===== src/rtl/fitness_scorer.sv =====
// Bit-error fitness scorer: compares a candidate's four 16-bit outputs against
// targets, one sample per handshake, and accumulates the total bit-error count.
module fitness_scorer (
  input  logic        clk,
  input  logic        rst,
  input  logic        start,
  input  logic [15:0] num_samples,
  input  logic        in_valid,
  output logic        in_ready,
  input  logic [15:0] y3,
  input  logic [15:0] y2,
  input  logic [15:0] y1,
  input  logic [15:0] y0,
  input  logic [15:0] e3,
  input  logic [15:0] e2,
  input  logic [15:0] e1,
  input  logic [15:0] e0,
  output logic        busy,
  output logic        done,
  output logic [21:0] score,
  output logic [15:0] samples_seen,
  output logic        perfect
);

  typedef enum logic [1:0] {
    S_IDLE  = 2'd0,
    S_RUN   = 2'd1,
    S_DRAIN = 2'd2,
    S_DONE  = 2'd3
  } state_t;

  state_t      state_q;
  logic [15:0] num_q;
  logic [15:0] seen_q;
  logic [21:0] score_q;
  logic [6:0]  err_q;
  logic        s1_valid_q;
  logic [6:0]  err_d;
  logic        accept_d;

  function automatic logic [4:0] popcnt16(input logic [15:0] v);
    logic [4:0] cnt;
    cnt = 5'd0;
    for (int i = 0; i < 16; i++) begin
      cnt = cnt + {4'd0, v[i]};
    end
    return cnt;
  endfunction

  // Per-sample error count and handshake decode
  always_comb begin
    accept_d = in_valid && (state_q == S_RUN);
    err_d    = {2'b00, popcnt16(y3 ^ e3)} + {2'b00, popcnt16(y2 ^ e2)}
             + {2'b00, popcnt16(y1 ^ e1)} + {2'b00, popcnt16(y0 ^ e0)};
  end

  // Control FSM, stage-1 error register and stage-2 accumulator
  always_ff @(posedge clk) begin
    if (rst) begin
      state_q    <= S_IDLE;
      num_q      <= 16'd0;
      seen_q     <= 16'd0;
      score_q    <= 22'd0;
      err_q      <= 7'd0;
      s1_valid_q <= 1'b0;
    end else begin
      s1_valid_q <= accept_d;
      if (accept_d) begin
        err_q <= err_d;
      end else begin
        err_q <= err_q;
      end
      // Worst-case total fits in 22 bits, so the add never wraps.
      if (s1_valid_q) begin
        score_q <= score_q + {15'd0, err_q};
      end else begin
        score_q <= score_q;
      end
      case (state_q)
        S_IDLE: begin
          if (start) begin
            num_q   <= num_samples;
            seen_q  <= 16'd0;
            score_q <= 22'd0;
            state_q <= (num_samples == 16'd0) ? S_DONE : S_RUN;
          end else begin
            state_q <= S_IDLE;
          end
        end
        S_RUN: begin
          if (accept_d) begin
            seen_q <= seen_q + 16'd1;
            if ((seen_q + 16'd1) == num_q) begin
              state_q <= S_DRAIN;
            end else begin
              state_q <= S_RUN;
            end
          end else begin
            state_q <= S_RUN;
          end
        end
        S_DRAIN: state_q <= S_DONE;
        S_DONE:  state_q <= S_IDLE;
        default: state_q <= S_IDLE;
      endcase
    end
  end

  assign in_ready     = (state_q == S_RUN);
  assign busy         = (state_q == S_RUN) || (state_q == S_DRAIN);
  assign done         = (state_q == S_DONE);
  assign score        = score_q;
  assign samples_seen = seen_q;
  assign perfect      = done && (score_q == 22'd0);

endmodule


===== config.mk =====
export PLATFORM = sky130hd
export DESIGN_NAME = fitness_scorer
export DESIGN_NICKNAME = d
export VERILOG_FILES = /design/src/rtl/fitness_scorer.sv
export SDC_FILE = /design/constraint.sdc
export NUM_CORES = 1
export LEC_CHECK = 0
export ABC_AREA = 1
export CAP_MARGIN = 20
export CORE_MARGIN = 4
export CORE_UTILIZATION = 30
export CTS_CLUSTER_DIAMETER = 150
export DETAILED_ROUTE_END_ITERATION = 8
export SLEW_MARGIN = 20
export SYNTH_ARGS = -nofsm -noshare
export SYNTH_HDL_FRONTEND = slang
export SYNTH_SLANG_ARGS = --single-unit

===== constraint.sdc =====
create_clock -name clk -period 13.6 [get_ports clk]
set_clock_uncertainty 0.1 [all_clocks]
set_input_delay 1.36 -clock clk [delete_from_list [all_inputs] [get_ports clk]]
set_output_delay 1.36 -clock clk [all_outputs]
set_load 0.05 [all_outputs]

# == Yosys cells after proc, flatten, opt, wreduce, memory -nomap -nowiden ==
# Index checks and enable logic that the tools add are counted.
# word_totals
in_bits,148
wordCells,101
register_bits,64
output_inout_bits,42
# op_classes
mux,11
reduce_logical,9
bitwise,4
n_addsub,65
eq_ne,6
# op_table
cell,count
5-bit by 1-bit adder with 5-bit output,44
22-bit two-way mux,3
16-bit bitwise XOR,4
16-bit two-way mux,2
16-bit one-hot mux with 2 select lines,1
22-bit by 7-bit adder with 22-bit output,1
22-bit zero test,1
4-bit by 1-bit adder with 5-bit output,4
16-bit by 1-bit adder with 16-bit output (second input constant),1
3-bit by 1-bit adder with 4-bit output,4
16-bit equality test,1
16-bit zero test,1
2-bit by 1-bit adder with 3-bit output,4
1-bit by 1-bit adder with 2-bit output,4
2-bit two-way mux,4
2-bit one-hot mux with 4 select lines,1
6-bit by 5-bit adder with 7-bit output,1
7-bit by 5-bit adder with 7-bit output,1
5-bit by 5-bit adder with 6-bit output,1
2-bit equality test (second input constant),2
3-bit AND reduction,1
2-bit by 1-bit equality test with 1-bit output (second input constant),1
1-bit logical AND,2
2-bit zero test,1
other kinds (5),5

# == Longest topological paths before layout ==
# Gate-level depths: netlist (run 1).
# logic_depth
ltp_word,19
depth_mapped,24

# == Worst setup path before layout (run 1) ==
# No wires, ideal clock.
# synth_path
path_kind,input -> register
startpoint,input e3[11]
endpoint,register err_q[4]
path_stages,20
arrival_ns,6.954
slack_ns,6.430
t_required_ns,13.384
setup_ns,0.116
cell_sequence,xor2_1 fa_1 inv_1 fa_1 inv_1 fa_1 fa_1 fa_1 fa_1 inv_1 fa_1 fa_1 inv_1 ha_1 fa_1 a21o_1 a21oi_1 xor2_1 o21ai_0 inv_1
# synth_between
elab_chain_cells,9
# synth_rtl
item,line_no,source
start: declaration,14,"input logic [15:0] e3,"
16-bit bitwise XOR,53,"err_d = {2'b00, popcnt16(y3 ^ e3)} + {2'b00, popcnt16(y2 ^ e2)}"
5-bit by 1-bit adder with 5-bit output (5 in a row),45,"cnt = cnt + {4'd0, v[i]};"
5-bit by 5-bit adder with 6-bit output,53,
6-bit by 5-bit adder with 7-bit output,54,"+ {2'b00, popcnt16(y1 ^ e1)} + {2'b00, popcnt16(y0 ^ e0)};"
7-bit by 5-bit adder with 7-bit output,54,
end signal: assignment,69,err_q <= err_d;
end signal: assignment,71,err_q <= err_q;
end: declaration,36,logic [6:0] err_q;
# Every way passes these cells.
# A chain may end at the register's enable or synchronous reset.

# == Worst setup path in the final report (run 1) ==
# layout_path
startpoint,input e2[13]
endpoint,register err_q[6]
# layout_between
elab_chain_cells,7
# layout_rtl
item,line_no,source
start: declaration,15,"input logic [15:0] e2,"
16-bit bitwise XOR,53,
5-bit by 1-bit adder with 5-bit output (3 in a row),45,
5-bit by 5-bit adder with 6-bit output,53,
6-bit by 5-bit adder with 7-bit output,54,
7-bit by 5-bit adder with 7-bit output,54,
# Every way passes these cells.

==> summary.txt, run 1 <==
Placed design
  – Post-DP HPWL: 13070 um
  – Placed Instances: 1124
  – IO Port Bufs: 189
  – Placed Area: 7790 um^2
  – Gpl congestion: 0.8103

Synth
  – Yosys top cell area share: 22.73%
  – Synth Area in Compound Gates: 9.878%
  – Adder-cell share of the synthesized area: 25.53%
  – Mapped cell area: 5637 um^2
  – Mapped Cells: 714
  – Syn avg cell area: 7.894 um^2
  – Flops & latches, synth: 64
  – Net Count, Synth: 944
  – Number of distinct library cells after synthesis: 36
  – Post-synthesis mux area share: 0%
  – Simple-gate share of the synthesized area: 20.69%
  – Largest family of logic cells by synthesized area: adder cells
  – Seq/Total Area, Yosys: 22.73%
  – Synth warnings: 0
  – FFs w/ async S/R, synth: 0%
  – Xor/xnor cell area share of the yosys netlist: 13.01%
  – Top_reg_cell synth: dfxtp_1
  – Post-synthesis cell type with the largest combined area: dfxtp_1
  – EDFF count, synth: 0
  – Largest cells by area after synthesis: dfxtp_1 23%, fa_1 20%, nand2_1 7.7%, inv_1 7.1%, xor2_1 6.7%

Final layout
  – Antenna cells: 0
  – Area Overhead vs Synth: 44.06%
  – Share of cells above drive strength 1: 3.952%
  – Final Instance Area: 8120 um^2
  – Finished Layout Cells: 1140
  – Layout net count: 1136
  – Filler Cells Inserted: 1794

GRT
  – Grt met3 use: 4.303%
  – Largest net degree at the start of global routing: 29
  – Initial antenna violation count: 0
  – First-pass GRT wire length: 24660 um
  – GR peak layer: met2
  – Grt ovf: 0
  – GRT met2 Usage: 26.10%
  – Grt met1 use: 16.76%
  – Vias in the first global route: 5182
  – Total track usage: 14.34%

STA
  – Max_slew headroom: 54.95%
  – Fmax: 132.7 MHz
  – Slew @ Worst Pin: 0.6750 ns
  – Setup violators final: 0
  – Number of hold violations in the final report: 0
  – Unrepaired setup endpoints after global routing: no
  – Final Cycle Share: 55.39%
  – Slew Viols, Final: 0
  – Tmin final: 7.533 ns
  – Setup TNS: 0 ns

Routing
  – Iter 0 DRT Violations: 191
  – Vias per cell: 4.542
  – 1st-pass router iterations: 5
  – Antenna-violating nets left: 0
  – # DRC: 0
  – WL final: 15440 um
  – DR WL/cell: 13.54 um
  – Via count: 5178

Floorplan
  – Die Y: 145.1 um
  – DIE AREA: 21050 um^2
  – Cell row count: 49
  – Floorplan Core Area: 18210 um^2
  – Die X: 145.1 um
  – Io pins: 190
  – Starting density of the core: 30.96%

Setup path
  – Reg-to-Reg Start: state_q[1]
  – Reg2reg end: samples_seen[15]
  – Largest delay contributor family on the critical path: adder cells
  – Data arrival, critical path: 7.65 ns
  – Startpoint types: input pin
  – Worst Setup End Kind: register
  – Crit-path max cell delay: 0.55 ns
  – Critical path class: input pin to register
  – Worst R2R Path Depth: 9
  – Crit path depth: 22
  – CP Cell Sequence: clkdlybuf4s50_1 -> xnor2_1 -> fa_1 -> inv_1 -> fa_1 -> inv_1 -> fa_1 -> fa_1 -> inv_1 -> fa_1 -> fa_1 -> inv_1 -> fa_1 -> fa_1 -> inv_1 -> ha_1 -> fa_1 -> a21o_1 -> a21oi_1 -> nor2_1 -> o21ai_0 -> a21oi_1
  – FF-to-FF setup slack: 11.15 ns
  – Worst EP required: 13.72 ns
  – Crit path top cell by count: fa_1
  – CP bufs+invs: 6
  – Slowest-stage cell, CP: fa_1
  – CP Max Fanout: 2

Hold path
  – WHS Endpoint: num_q[12]
  – Hold path depth: 2
  – Hold Path Origin: num_q[12]
  – Min-Delay Path Class: register to register

Clocking
  – Clk sink count: 64
  – H-tree depth: 3
  – CTS tree: yes
  – CTS Buffer Depth: 2
  – Setup bufs post-CTS: 0
  – Cts bufs inserted: 9
  – Post-CTS Resized: 0
  – Clock Latency Late Sink: 0.33 ns
  – Worst-path clk slew: 0.06 ns
  – Root buffer cell: clkbuf_16
  – Hold_buf cts: 0

Outcome
  – Status: finished, final reports clean

Job
  – Max-Cap Viols: 0
==> layer usage <==
layer | vias to the layer above | wire length [um]
met5 | - | 0
met4 | 0 | 104
met3 | 5 | 1248
met2 | 176 | 7576
met1 | 2340 | 6508
li1 | 2657 | -
==> worst max-delay path by stage <==
stage	from	endpoint	slack (ns)
final	e2[13]	err_q[6]	6.07
after global routing	e2[13]	err_q[6]	5.75
after CTS	e2[13]	err_q[6]	6.02
after detailed placement	e2[13]	err_q[6]	5.67
after global placement	e2[13]	err_q[4]	5.80
after floorplan	e3[11]	err_q[4]	6.43
==> cell usage after synthesis (2+ instances only) <==
cell type and n:
a21oi_1 49, a22oi_1 3, buf_2 2, clkbuf_1 8, clkinv_1 3, dfxtp_1 64
fa_1 55, ha_1 27, inv_1 107, nand2_1 115, nand2_2 2, nand3_1 45
nand3b_1 2, nand4_1 11, nor2_1 60, nor2_2 7, nor2_4 2, nor3_1 8
nor4_1 8, o21a_1 3, o21ai_0 40, o221ai_1 2, or2_2 2, xnor2_1 35
xor2_1 43
==> metrics by stage <==
stage          hold WS [ns]  util, %  setup WS, ns
5_1_grt              0.3878    44.60         5.747
4_1_cts              0.3729    44.60         6.017
6_report             0.3677    44.60         6.067
3_5_place_dp         0.3652    42.78         5.669
2_1_floorplan        0.3401        -         6.430
3_3_place_gp         0.3549    42.78         5.796
==> cell type report <==
cell class | count | area [um^2] | share of cell area [%]
multi-input cells | 529 | 3895 | 47.97
repair buffers | 192 | 1914 | 23.57
flip-flops and latches | 64 | 1281 | 15.78
inverters | 110 | 412.9 | 5.085
well taps | 229 | 286.5 | 3.529
clock buffers | 10 | 239.0 | 2.943
clock inverters | 6 | 91.34 | 1.125
==> registers in the layout (all words and copies together), names as in the netlist <==
signal and flops:
s1_valid_q 1, num_q 16, score 22, state_q 2, err_q 7, samples_seen 16
==> worst min-delay path, cell delays in order (launching register included) <==
cell and delay (ns):
dfxtp_1 0.30, inv_1 0.06, a21oi_1 0.05
==> cell usage in the layout, fill, tap and decap left out, types with 2 or more instances in the layout <==
cell type          n
buf_4              3
nand4_1           11
nor4_1             8
nand2_2            2
nand3_1           45
xnor2_1           35
nor2_1            60
ha_1              27
nor2_4             2
nor2_2             7
clkdlybuf4s50_1  189
a22oi_1            3
clkbuf_16          9
nand2_1          115
nand3b_1           2
o21a_1             3
dfxtp_1           64
nor3_1             8
bufinv_16          2
o21ai_0           40
inv_1            107
fa_1              55
o221ai_1           2
clkinvlp_4         3
xor2_1            43
or2_2              2
clkinv_1           3
a21oi_1           49
==> cell families after synthesis <==
| logic type | Yosys count |
|---|---|
| compound gates | 103 |
| fa+ha+maj | 82 |
| simple gates | 264 |
| flops | 64 |
| buf+inv | 121 |
| xor+xnor | 80 |
Power of run 1 is not shown: default switching activity piles up to over one toggle a cycle in this logic, so the estimate is an artifact.
==> inputs of run 2 (changes only) <==
- clock period: 13.6 -> 6.4 ns (I/O delays scaled with it)
==> summary.txt, run 2 (same netlist as run 1, synthesis figures left out) <==
Outcome
  – Status: finished, final reports clean

Setup path
  – Crit-path max cell delay: 0.57 ns
  – Data arrival, critical path: 6.35 ns
  – FF-to-FF setup slack: 3.58 ns
  – Largest delay contributor family on the critical path: adder cells
  – Crit path depth: 21
  – CP Cell Sequence: dlygate4sd2_1 -> xor2_2 -> fa_1 -> fa_2 -> inv_1 -> fa_1 -> fa_1 -> fa_1 -> inv_1 -> fa_1 -> inv_1 -> fa_1 -> fa_1 -> inv_1 -> ha_2 -> fa_2 -> a21o_1 -> a21oi_2 -> xor2_1 -> o21ai_1 -> inv_1
  – Startpoint types: input pin
  – Worst Setup End Kind: register
  – CP bufs+invs: 6
  – CP Max Fanout: 2
  – Worst EP required: 6.52 ns
  – Critical path class: input pin to register
  – Crit path top cell by count: fa_1
  – Slowest-stage cell, CP: fa_2
  – Worst R2R Path Depth: 9

Routing
  – DR WL/cell: 13.50 um
  – Top layer reached by signal wires: met4
  – Via count: 5177
  – WL met2: 7586 um
  – # DRC: 0
  – WL met3: 1207 um
  – Antenna-violating nets left: 0
  – Vias per cell: 4.510
  – Metal1 wirelength: 6577 um
  – Iter 0 DRT Violations: 208
  – 1st-pass router iterations: 4
  – WL final: 15490 um

Clocking
  – H-tree depth: 3
  – Root buffer cell: clkbuf_16
  – CTS Buffer Depth: 2
  – CTS tree: yes
  – Clock Latency Late Sink: 0.33 ns
  – Clk sink count: 64
  – Worst-path clk slew: 0.05 ns
  – Cts bufs inserted: 9

STA
  – Tmin final: 6.230 ns
  – Setup TNS: 0 ns
  – Max_slew headroom: 40.07%
  – Final Cycle Share: 97.35%
  – Slew Viols, Final: 0
  – Number of hold violations in the final report: 0
  – Unrepaired setup endpoints after global routing: yes
  – Setup violators final: 0
  – Slew @ Worst Pin: 0.8967 ns
  – Fmax: 160.5 MHz

GRT
  – Vias in the first global route: 5203
  – Total track usage: 14.54%
  – Initial antenna violation count: 1
  – First-pass GRT wire length: 25150 um
  – Grt ovf: 0
  – Largest net degree at the start of global routing: 29

Final layout
  – Final Instance Area: 8245 um^2
  – Layout net count: 1143
  – Filler Cells Inserted: 1828
  – Most common cell after layout, fill and taps aside: clkdlybuf4s50_1
  – Max FFs per register: 22
  – Area Overhead vs Synth: 46.28%
  – Share of cells above drive strength 1: 12.53%
  – Final core occ: 45.28%
  – Commonest cells after routing, fill and taps aside: 123 x clkdlybuf4s50_1, 114 x nand2_1, 101 x inv_1

Hold path
  – Min-Delay Path Class: register to register
  – Hold path depth: 2

Floorplan
  – Io pins: 190
  – Floorplan Core Area: 18210 um^2
  – DIE AREA: 21050 um^2
  – Die Y: 145.1 um
  – Die X: 145.1 um
  – Cell row count: 49
  – Starting density of the core: 30.96%

Placed design
  – Gpl congestion: 0.8253
  – Placed Area: 7841 um^2
  – IO Port Bufs: 189
  – Post-DP HPWL: 12850 um

Job
  – Max-Cap Viols: 0
-- run 2: cell types whose count changed in the layout (fill, tap and decap cells not counted), sizes merged --
cell and change:
bufinv -2, clkdlybuf4s50 -66, dlygate4sd2 +25, diode +1, clkinv +1, clkdlybuf4s15 +2, dlymetal6s2s +10, buf +11
clkbuf +25, clkinvlp +1
-- run 2: per-stage QoR --
stage	worst slack, ns	cells	hold slack, ns
2_1_floorplan	0.04158	714	0.3401
3_3_place_gp	-0.5648	1130	0.3568
3_5_place_dp	-0.6092	1130	0.3675
4_1_cts	0.006291	1146	0.3771
5_1_grt	-0.06136	1148	0.4036
6_report	0.1696	1148	0.3736
-- run 2: layer usage --
| layer | vias up | GRT usage [%] |
|---|---|---|
| met5 | - | 0 |
| met4 | 0 | 2.991 |
| met3 | 8 | 4.210 |
| met2 | 164 | 25.82 |
| met1 | 2335 | 17.61 |
| li1 | 2670 | - |
-- run 2: layout make-up --
type / instances / area, um^2 / share of cell area, %
Antenna cell: 1 / 2.502 / 0.03035
Timing Repair Buffer: 199 / 1834 / 22.25
Multi-Input combinational cell: 529 / 4145 / 50.27
Clock inverter: 6 / 43.79 / 0.5311
Tap cell: 229 / 286.5 / 3.475
Sequential cell: 64 / 1281 / 15.54
Clock buffer: 10 / 239.0 / 2.898
Inverter: 110 / 412.9 / 5.008
-- run 2: what timing repair did --
action | in CTS | in global routing
hold buffers | 0 | 0
setup endpoints to repair | 6 | 5
gates cloned | 0 | 0
resized for setup | 77 | 100
pin swaps | 51 | 53
buffers inserted | 0 | 1
-- run 2: worst register-to-register path, cell delays in order (launching register included) --
cell	delay, ns
dfxtp_1	0.35
inv_1	0.07
ha_1	0.22
nand2_1	0.67
inv_1	0.33
nor2_1	0.17
buf_4	0.23
clkinv_1	0.29
a21oi_1	0.21
o21a_1	0.13
-- run 2: final timing paths --
| kind | startpoint | to |
|---|---|---|
| min | num_q[6] | num_q[6] |
| max | y0[11] | err_q[4] |
| min reg2reg | num_q[6] | num_q[6] |
| max reg2reg | state_q[0] | score[21] |
Power of run 2 is left out for the same reason.
==> inputs of run 3 (changes only) <==
- CORE_ASPECT_RATIO: not set -> 0.9
- REMOVE_ABC_BUFFERS: not set -> 1
==> summary.txt, run 3 (same netlist as run 1, synthesis figures left out) <==
GRT
  – First-pass GRT wire length: 24930 um
  – Total track usage: 14.26%
  – Grt ovf: 0
  – Largest net degree at the start of global routing: 29
  – Initial antenna violation count: 0
  – Vias in the first global route: 5266

Floorplan
  – DIE AREA: 21050 um^2
  – Cell row count: 47
  – Io pins: 190
  – Die X: 152.5 um
  – Die Y: 138.0 um
  – Starting density of the core: 30.62%
  – Floorplan Core Area: 18410 um^2

Final layout
  – Final core occ: 45.05%
  – Most common cell after layout, fill and taps aside: clkdlybuf4s50_1
  – Area Overhead vs Synth: 47.13%
  – Final Instance Area: 8293 um^2
  – Antenna cells: 0
  – Share of cells above drive strength 1: 11.05%
  – Layout net count: 1140
  – Commonest cells after routing, fill and taps aside: 123 x clkdlybuf4s50_1, 115 x nand2_1, 96 x inv_1
  – Max FFs per register: 22

STA
  – Slew @ Worst Pin: 0.8337 ns
  – Max_slew headroom: 44.28%
  – Tmin final: 6.203 ns
  – Final hold slack: 0.3747 ns
  – Setup violators final: 0
  – Unrepaired setup endpoints after global routing: yes
  – Fmax: 161.2 MHz
  – Final Cycle Share: 96.93%
  – Number of hold violations in the final report: 0
  – Slew Viols, Final: 0

Placed design
  – Gpl congestion: 0.8175
  – Post-DP HPWL: 12820 um
  – Placed Area: 7833 um^2
  – IO Port Bufs: 189

Clocking
  – Clock Latency Late Sink: 0.33 ns
  – Root buffer cell: clkbuf_16
  – CTS Buffer Depth: 2
  – Worst-path clk slew: 0.05 ns
  – Clk sink count: 64
  – H-tree depth: 3
  – CTS tree: yes
  – Cts bufs inserted: 9

Setup path
  – Worst Setup End Kind: register
  – Slowest-stage cell, CP: fa_1
  – Largest delay contributor family on the critical path: adder cells
  – Startpoint types: input pin
  – Worst EP required: 6.52 ns
  – Data arrival, critical path: 6.32 ns
  – Crit path top cell by count: fa_1
  – Crit-path max cell delay: 0.56 ns
  – CP bufs+invs: 6
  – CP Cell Sequence: clkdlybuf4s15_1 -> xor2_2 -> fa_1 -> fa_1 -> fa_1 -> inv_2 -> fa_1 -> fa_1 -> inv_2 -> fa_1 -> inv_2 -> fa_1 -> fa_1 -> inv_1 -> ha_2 -> fa_2 -> a21o_1 -> a21oi_2 -> xor2_1 -> o21ai_1 -> inv_1
  – Critical path class: input pin to register
  – CP Max Fanout: 2

Routing
  – Antenna-violating nets left: 0
  – # DRC: 0
  – WL final: 15340 um
  – DR WL/cell: 13.24 um
  – Via count: 5171
  – 1st-pass router iterations: 4
  – Vias per cell: 4.462
  – Iter 0 DRT Violations: 174

Job
  – Max-Cap Viols: 0

Hold path
  – Min-Delay Path Class: register to register

Outcome
  – Status: finished, final reports clean
-- run 3: path summary, 6_finish.rpt --
check             start        end  slack, ns  cells after the start
max              y1[15]   err_q[4]       0.20                     21
min           num_q[12]  num_q[12]       0.37                      2
max reg2reg  state_q[0]  score[21]       3.58                      9
min reg2reg   num_q[12]  num_q[12]       0.37                      2
-- run 3: timing repair --
action / in CTS / in global routing
endpoints found under the setup margin: 6 / 5
setup buffers: 1 / 0
pin swaps: 51 / 46
hold endpoints to repair: 0 / 0
gates resized for setup: 76 / 91
hold buffers: 0 / 0
-- run 3: through the flow --
| stage | instances | TNS [ns] | setup WS, ns |
|---|---|---|---|
| finish | 1159 | 0 | 0.1967 |
| global route | 1159 | -0.08691 | -0.05875 |
| CTS | 1159 | 0 | 0.002272 |
| detailed placement | 1143 | -3.321 | -0.7518 |
| global placement | 1143 | -3.026 | -0.7054 |
| floorplan | 703 | -0.09519 | -0.04968 |
-- run 3: worst register-to-register path: stages (launching register included) --
cell and delay (ns):
dfxtp_1 0.35, inv_1 0.08, ha_1 0.23, nand2_1 0.63, inv_1 0.39, nor2_1 0.17
buf_4 0.22, clkinv_1 0.27, a21oi_1 0.20, o21a_1 0.13
-- run 3: layer usage --
layer | global-route usage (%) | vias to the layer above | part of all wire [%]
li1 | - | 2657 | -
met1 | 17.87 | 2327 | 42
met2 | 25.00 | 174 | 49
met3 | 3.625 | 13 | 7.8
met4 | 2.954 | 0 | 0.94
met5 | 0 | - | 0
-- run 3: final cells by class --
cell class	instances	area, um^2
clock inverter	3	17.52
sequential	64	1281
multi-input combinational	529	4121
fill	1807	10110
inverter	110	412.9
clock buffer	12	256.5
timing repair buffer	196	1897
tap	245	306.5
Power of run 3 is left out for the same reason.
